## src/rtl/impulse_pkg.sv

```systemverilog
// impulse_conditioner shared package: default sizes and FSM states.
// Also sizes the optional glitch counter (IMPULSE_COND_GLITCH_CNT_EN).
package impulse_pkg;

  localparam int N_CH_DEF     = 8;
  localparam int FILT_W_DEF   = 3;
  localparam int FILT_LEN_DEF = 4;
  localparam int GLITCH_CNT_W = 8;

  typedef enum logic {
    INIT = 1'b0,
    RUN  = 1'b1
  } state_t;

endpackage

```

## src/rtl/impulse_conditioner_if.sv

```systemverilog
// Pad-side and counter-side signal bundle of impulse_conditioner.
// glitch_cnt exists only when IMPULSE_COND_GLITCH_CNT_EN is defined.
interface impulse_conditioner_if #(
  parameter int N_CH = 8
);
  import impulse_pkg::*;

  logic [N_CH-1:0] ch_in;
  logic            enable;
  logic [N_CH-1:0] ch_pulse;
  logic [N_CH-1:0] ch_level;
  logic            any_pulse;
  logic            ready;
`ifdef IMPULSE_COND_GLITCH_CNT_EN
  logic [GLITCH_CNT_W-1:0] glitch_cnt;

  modport master (
    output ch_in, enable,
    input  ch_pulse, ch_level, any_pulse, ready, glitch_cnt
  );

  modport slave (
    input  ch_in, enable,
    output ch_pulse, ch_level, any_pulse, ready, glitch_cnt
  );
`else
  modport master (
    output ch_in, enable,
    input  ch_pulse, ch_level, any_pulse, ready
  );

  modport slave (
    input  ch_in, enable,
    output ch_pulse, ch_level, any_pulse, ready
  );
`endif

endinterface

```

## src/rtl/impulse_filter_ch.sv

```systemverilog
// One impulse channel: 2-flop synchroniser, persistence filter, edge event.
// glitch output exists only with IMPULSE_COND_GLITCH_CNT_EN.
module impulse_filter_ch
  import impulse_pkg::*;
#(
  parameter int FILT_W   = FILT_W_DEF,
  parameter int FILT_LEN = FILT_LEN_DEF
) (
  input  logic clk,
  input  logic reset,
  input  logic ch_in,
  input  logic init_load,
  input  logic run,
  output logic level,
  output logic sample,
`ifdef IMPULSE_COND_GLITCH_CNT_EN
  output logic glitch,
`endif
  output logic edge_evt
);

  localparam logic [FILT_W-1:0] LAST =
    FILT_W'(FILT_LEN - 1);

  logic              s1;
  logic              s2;
  logic [FILT_W-1:0] cnt;
  logic              differ;

  assign differ   = s2 != level;
  assign sample   = s2;
  assign edge_evt = run & differ & (cnt == LAST);
`ifdef IMPULSE_COND_GLITCH_CNT_EN
  assign glitch   = run & ~differ & (cnt != '0);
`endif

  always_ff @(posedge clk) begin
    if (reset) begin
      s1    <= 1'b0;
      s2    <= 1'b0;
      cnt   <= '0;
      level <= 1'b0;
    end else begin
      s1 <= ch_in;
      s2 <= s1;
      // s1 is the value s2 takes on this same edge
      if (init_load) begin
        level <= s1;
        cnt   <= '0;
      end else if (run) begin
        if (!differ) begin
          cnt <= '0;
        end else if (cnt == LAST) begin
          level <= s2;
          cnt   <= '0;
        end else begin
          cnt <= cnt + 1'b1;
        end
      end
    end
  end

endmodule

```

## src/rtl/impulse_conditioner.sv

```systemverilog
// Impulse counter front end: per-channel filtering, INIT/RUN FSM, pulses.
// Define IMPULSE_COND_GLITCH_CNT_EN to add the saturating glitch_cnt.
module impulse_conditioner
  import impulse_pkg::*;
#(
  parameter int N_CH      = N_CH_DEF,
  parameter int FILT_W    = FILT_W_DEF,
  parameter int FILT_LEN  = FILT_LEN_DEF,
  parameter bit RISE_EDGE = 1'b1
) (
  input  logic                  clk,
  input  logic                  reset,
  impulse_conditioner_if.slave  bus
);

  state_t          state;
  state_t          state_n;
  logic            init_cnt;
  logic            init_load;
  logic            run;
  logic [N_CH-1:0] level;
  logic [N_CH-1:0] sample;
  logic [N_CH-1:0] edge_evt;
  logic [N_CH-1:0] want;
  logic [N_CH-1:0] pulse_q;
`ifdef IMPULSE_COND_GLITCH_CNT_EN
  logic [N_CH-1:0]         glitch;
  logic [GLITCH_CNT_W-1:0] gcnt;
`endif

  always_ff @(posedge clk) begin
    if (reset) begin
      state    <= INIT;
      init_cnt <= 1'b0;
    end else begin
      state <= state_n;
      if (state == INIT) init_cnt <= 1'b1;
    end
  end

  always_comb begin
    state_n   = state;
    init_load = 1'b0;
    case (state)
      INIT: begin
        if (init_cnt) begin
          init_load = 1'b1;
          state_n   = RUN;
        end
      end
      RUN:     state_n = RUN;
      default: state_n = INIT;
    endcase
  end

  assign run = state == RUN;

  for (genvar i = 0; i < N_CH; i++) begin : g_ch
    impulse_filter_ch #(
      .FILT_W   (FILT_W),
      .FILT_LEN (FILT_LEN)
    ) u_ch (
      .clk       (clk),
      .reset     (reset),
      .ch_in     (bus.ch_in[i]),
      .init_load (init_load),
      .run       (run),
      .level     (level[i]),
      .sample    (sample[i]),
`ifdef IMPULSE_COND_GLITCH_CNT_EN
      .glitch    (glitch[i]),
`endif
      .edge_evt  (edge_evt[i])
    );
  end

  // sample is the level being accepted on this edge
  assign want = edge_evt
              & (RISE_EDGE ? sample : ~sample)
              & {N_CH{bus.enable}};

  always_ff @(posedge clk) begin
    if (reset) pulse_q <= '0;
    else       pulse_q <= want;
  end

  assign bus.ch_pulse  = pulse_q;
  assign bus.ch_level  = level;
  assign bus.any_pulse = |pulse_q;
  assign bus.ready     = run;

`ifdef IMPULSE_COND_GLITCH_CNT_EN
  always_ff @(posedge clk) begin
    if (reset) begin
      gcnt <= '0;
    end else if (run && (|glitch) && (gcnt != '1)) begin
      gcnt <= gcnt + 1'b1;
    end
  end

  assign bus.glitch_cnt = gcnt;
`endif

endmodule

```

## src/flat_wrapper.sv

```systemverilog
// flat-port wrapper written by rule: the top's interface ports become plain ports
module impulse_conditioner_flat import impulse_pkg::*;
#(
  parameter int N_CH      = N_CH_DEF,
  parameter int FILT_W    = FILT_W_DEF,
  parameter int FILT_LEN  = FILT_LEN_DEF,
  parameter bit RISE_EDGE = 1'b1
)
  (clk, reset, bus_ch_in, bus_enable, bus_ch_pulse, bus_ch_level, bus_any_pulse, bus_ready);
  impulse_conditioner_if #(.N_CH(N_CH)) bus_i ();
  input  logic clk;
  input  logic reset;
  input wire logic [$bits(bus_i.ch_in)-1:0] bus_ch_in;
  input wire logic [$bits(bus_i.enable)-1:0] bus_enable;
  output wire logic [$bits(bus_i.ch_pulse)-1:0] bus_ch_pulse;
  output wire logic [$bits(bus_i.ch_level)-1:0] bus_ch_level;
  output wire logic [$bits(bus_i.any_pulse)-1:0] bus_any_pulse;
  output wire logic [$bits(bus_i.ready)-1:0] bus_ready;
  assign bus_i.ch_in = bus_ch_in;
  assign bus_i.enable = bus_enable;
  assign bus_ch_pulse = bus_i.ch_pulse;
  assign bus_ch_level = bus_i.ch_level;
  assign bus_any_pulse = bus_i.any_pulse;
  assign bus_ready = bus_i.ready;
  impulse_conditioner #(.N_CH(N_CH), .FILT_W(FILT_W), .FILT_LEN(FILT_LEN), .RISE_EDGE(RISE_EDGE)) u_core (.clk(clk), .reset(reset), .bus(bus_i));
endmodule
```

## config.mk

```make
export PLATFORM = sky130hd
export DESIGN_NAME = impulse_conditioner_flat
export DESIGN_NICKNAME = d
export VERILOG_FILES = /design/src/rtl/impulse_pkg.sv /design/src/rtl/impulse_conditioner_if.sv /design/src/rtl/impulse_filter_ch.sv /design/src/rtl/impulse_conditioner.sv /design/src/flat_wrapper.sv
export SDC_FILE = /design/constraint.sdc
export NUM_CORES = 1
export LEC_CHECK = 0
export ABC_AREA = 0
export CAP_MARGIN = 20
export CORE_ASPECT_RATIO = 0.9
export CORE_MARGIN = 10
export CORE_UTILIZATION = 32
export DETAILED_ROUTE_END_ITERATION = 8
export GPL_TIMING_DRIVEN = 0
export HOLD_SLACK_MARGIN = 0.02
export SYNTH_ARGS = -nofsm -noshare
export SYNTH_HDL_FRONTEND = slang
export SYNTH_HIERARCHICAL = 1
export SYNTH_SLANG_ARGS = --single-unit
```

## constraint.sdc

```tcl
create_clock -name clk -period 3.5 [get_ports clk]
set_input_delay 0.35 -clock clk [delete_from_list [all_inputs] [get_ports clk]]
set_output_delay 0.35 -clock clk [all_outputs]
set_load 0.01 [all_outputs]
```

; ---- Yosys cells after proc, flatten, opt, wreduce, memory -nomap -nowiden
; Index checks and enable logic that the tools add are counted.
[classes]
n_eq_ne = 16
n_mux = 51
n_reduce_logical = 27
n_addsub = 8
bitwise = 19
[ops]
columns = operator, count
row1 = $mux 3, 16
row2 = $mux 1, 34
row3 = $reduce_bool 2->1, 17
row4 = $add 3x1->3 const B, 8
row5 = $eq 3x2->1 const B, 8
row6 = $reduce_and 3->1, 8
row7 = $and 1x1->1, 16
row8 = $and 8x8->8, 2
row9 = $ne 1x1->1, 8
row10 = $reduce_or 8->1, 1
row11 = $pmux 1 s2, 1
row12 = $reduce_or 2->1, 1
row13 = $not 1->1, 1
[word_totals]
register_bits = 58
inputBits = 11
word_cells = 156

; ---- Longest topological paths before layout
[depth]
word_depth = 5
depth_mapped = 5
ltp_nobuf = 5

; ---- By module
; The synthesis kept the hierarchy.
[modules_own_cells]
columns = module, seq_area_each_um2, area_per_inst_um2, cells_per_inst, instances
row1 = impulse_filter_ch, 120.1, 275.3, 26, 8
row2 = impulse_conditioner, 200.2, 300.3, 27, 1

; ---- Worst setup path after synthesis
; OpenSTA, ideal clock, no wires.
[synth_timing]
kind = register to register
startpoint = register u_core.state, in the netlist u_core/bus.ready
endpoint = register u_core.g_ch[0].u_ch.cnt[0]
path_stages_with_launch = 5
synth_period_minus_slack_ns = 2.629
required_time_ns = 3.399
setup_time_ns = 0.101
path_slack_ns = 0.871
arrival_time_ns = 2.528
cell_sequence = dfxtp_1 nor2_1 nor2_1 nand3b_1 o41ai_2
[synth_via]
elab_chain_len = 2
[synth_rtl]
columns = item, line
row1 = "start, declared", impulse_conditioner.sv:16  ; state_t state;
row2 = "start signal, assigned", impulse_conditioner.sv:36  ; state <= state_n;
row3 = $mux 1, impulse_conditioner.sv:44  ; case (state)
row4 = via u_core.init_load, impulse_conditioner.sv:19  ; logic init_load;
row5 = $reduce_or 2->1 (no line), --
row6 = "end signal, assigned", impulse_filter_ch.sv:57  ; cnt <= cnt + 1'b1;
row7 = "end, declared", impulse_filter_ch.sv:27  ; logic [FILT_W-1:0] cnt;
; The timed path passes the listed nets, and every way through them passes these cells.
; A chain may end at the register's enable or synchronous reset.

; ---- Worst setup path after layout
[layout_timing]
startpoint = register u_core.pulse_q[5], in the netlist u_core/bus.ch_pulse[5]
endpoint = output bus_any_pulse
[layout_via]
elab_chain_len = 1
[layout_rtl]
columns = item, line
row1 = "start, declared", impulse_conditioner.sv:25  ; logic [N_CH-1:0] pulse_q;
row2 = "start signal, assigned", impulse_conditioner.sv:84  ; else pulse_q <= want;
row3 = $reduce_or 8->1, impulse_conditioner.sv:89  ; assign bus.any_pulse = |pulse_q;
row4 = "end, declared", flat_wrapper.sv:17  ; output wire logic [$bits(bus_i.any_pulse)-1:0] bus_any_pulse;
; No other way between the ends.

==> out/results.ini <==
[layout]
finalNonFillerCells=377
diodes=0
fin_nets=295
drive_gt1_share_pct=15.3
mostFrequentLayoutCells=dfxtp_1 (57), clkdlybuf4s50_1 (27), nor2_1 (26)
final_common_cell=dfxtp_1
syn_to_final_growth_pct=23.7
fin_util_pct=40.8

[timing]
fin_tns_setup_ns=0
finalHoldViolCount=0
finalSetupViolCount=0
slew_violations=0
fin_skew_ns=0.00648
relSlewSlack_pct=40.2
tightest_slew_ns=0.897
post-route-period-util_pct=64.4
rsz0062_at_grt=no
layout_min_cycle_time_ns=2.25
timing.final.ws_setup_ns=1.25
fmax_mhz=444

[routing]
drtPass1Iterations=4
wl_per_cell_um=12.9
drt_iter0_drc=56
viasPerCell=4.69
wl_um=4870
drc=0
dr_total_vias=1769
detail-route-antenna-nets=0

[run_status]
outcome=finished, final reports clean

[critical_path]
regToRegSetupSlack_ns=1.72
worstSetupEndpointType=output port
path_depth=3
reg2reg_from=u_core/bus.ready
r2r.worst_path.cells=5
cpMaxStageDelayCell=nor4_1
critPathMaxStageDelay_ns=0.61
cp_max_fo=2
path_class=reg -> out
timing.rr.end=u_core/g_ch[1].u_ch/cnt[0]
crit_required_ns=3.15
crit_chain=nor4_1 -> nand2_1 -> clkdlybuf4s50_1
cp-start-kind=flop
path_delay_family=simple AND/OR/NAND/NOR gates
worstPathArrival_ns=1.90
worst-path-buf-inv=1

[die]
initial_core_util_pct=33.0
core_area_um2=7580
boundaryPins=29
die_area_um2=11800
die-height_um=104
die_x_um=113
num_rows=30

[synth]
ys_seq_area_share_pct=46.4
synth.distinct_cells=19
netlist_area_um2=2500
synth_warnings=6
yosysTopAreaCell=dfxtp_1
yosysTopAreaCellShare_pct=46.4
syn-num-nets=254
synth-seq-cells=58
yosys-top-cells-area=dfxtp_1 (46%), nand3b_4 (6.4%), o41ai_2 (5.2%), nand3b_1 (4.8%), nor2_1 (4.1%)
syn_inst=235
synth.avg_cell_area_um2=10.6

[placement]
post-place-ws_ns=1.62
io_buffer_count=28
place_hpwl_um=3340
placedCellCount=361
gp_congestion=0.672

[clock_network]
post-cts-setup-buffer-count=0
clk_latency_ns=0.33
clock_sinks=58
clk_path_buf_depth=2
cts_root_buffer=clkbuf_8
cts.clk_slew.worst_paths_ns=0.06
cts_tree=yes
hold_buffers=0
ctsResizeCount=0
cts_buffers=9
cts_max_level=3

[worst_hold_path]
min_path_cells=1
hold_path_class=reg -> reg
min_to=u_core/g_ch[7].u_ch/sample
hp-start=u_core/g_ch[7].u_ch/s1

[global_route]
grt_pass1_vias=1720
gr-total-overflow=0
grt_max_degree=44
grt_pass1_wl_um=8400
grtUsageTotal_pct=8.74
antenna_found_initial=0

[run]
max_cap_violations=0

[power_and_ir_drop]
ir_worst_vdd_uv=255
p_leak_nw=1.30
power_mw=1.38
powerDensity_nw_per_um2=446

## cell families after synthesis
kind of cell    after synthesis  synth area share, %
xor+xnor                      8                 2.80
fa+ha+maj                     8                 4.00
flops                        58                 46.4
mux                           8                 3.20
compound gates               33                 11.0
buf+inv                       9                 1.35
simple gates                111                 31.3
## report_power, final
group          leakage [nW]  internal, mW  switching (mW)
combinational         0.739        0.0768          0.0744
sequential            0.473         0.683          0.0216
clock                0.0872         0.273           0.251
total                  1.30          1.03           0.347
## flip-flops by register name, indices dropped and copies added, names as in the netlist
signal                   count
u_core/g_ch.u_ch/cnt        24
u_core/g_ch.u_ch/level       8
u_core/g_ch.u_ch/sample      8
u_core/init_cnt              1
u_core/g_ch.u_ch/s1          8
u_core/bus.ready             1
u_core/bus.ch_pulse          8
## routing by layer
metal / GRT usage [%] / vias to the layer above / part of all wire, %
met1: 10.5 / 811 / 48
met3: 4.96 / 6 / 7.2
met4: 3.80 / 0 / 1.2
met2: 12.3 / 31 / 43
li1: - / 921 / -
met5: 0 / - / 0
## cells in the mapped netlist, drive strengths merged
| library cell | count |
|---|---|
| nor2 | 27 |
| nand2b | 8 |
| nor2b | 17 |
| and3 | 16 |
| nor4 | 2 |
| nand2 | 9 |
| a211oi | 8 |
| xnor2 | 8 |
| ha | 8 |
| nand3b | 32 |
| o41ai | 8 |
| o21ai | 16 |
| inv | 9 |
| dfxtp | 58 |
| a21oi | 1 |
| mux2i | 8 |
## per-stage QoR
step                cell area (µm²)  hold WS (ns)
global placement               2900         0.445
CTS                            3100         0.468
finish                         3100         0.466
global route                   3100         0.479
floorplan                      2500         0.419
detailed placement             2930         0.454
## cell type report
class,instances,area (µm²)
clock buffers,13,149
clock inverters,3,15.0
fillers,751,4490
inverters,9,33.8
multi-input cells,168,1310
flip-flops and latches,58,1160
well taps,96,120
repair buffers,30,307
## worst max path at each step
stage,from,endpoint,slack (ns)
2_1_floorplan,u_core/bus.ready,u_core/g_ch[0].u_ch/cnt[0],0.87
3_3_place_gp,u_core/bus.ready,u_core/g_ch[2].u_ch/cnt[0],-0.12
3_5_place_dp,u_core/bus.ch_pulse[5],bus_any_pulse,1.62
4_1_cts,u_core/bus.ch_pulse[5],bus_any_pulse,1.23
5_1_grt,u_core/bus.ch_pulse[5],bus_any_pulse,1.15
6_report,u_core/bus.ch_pulse[5],bus_any_pulse,1.25
No activity file was read; power rests on OpenSTA's default activity.
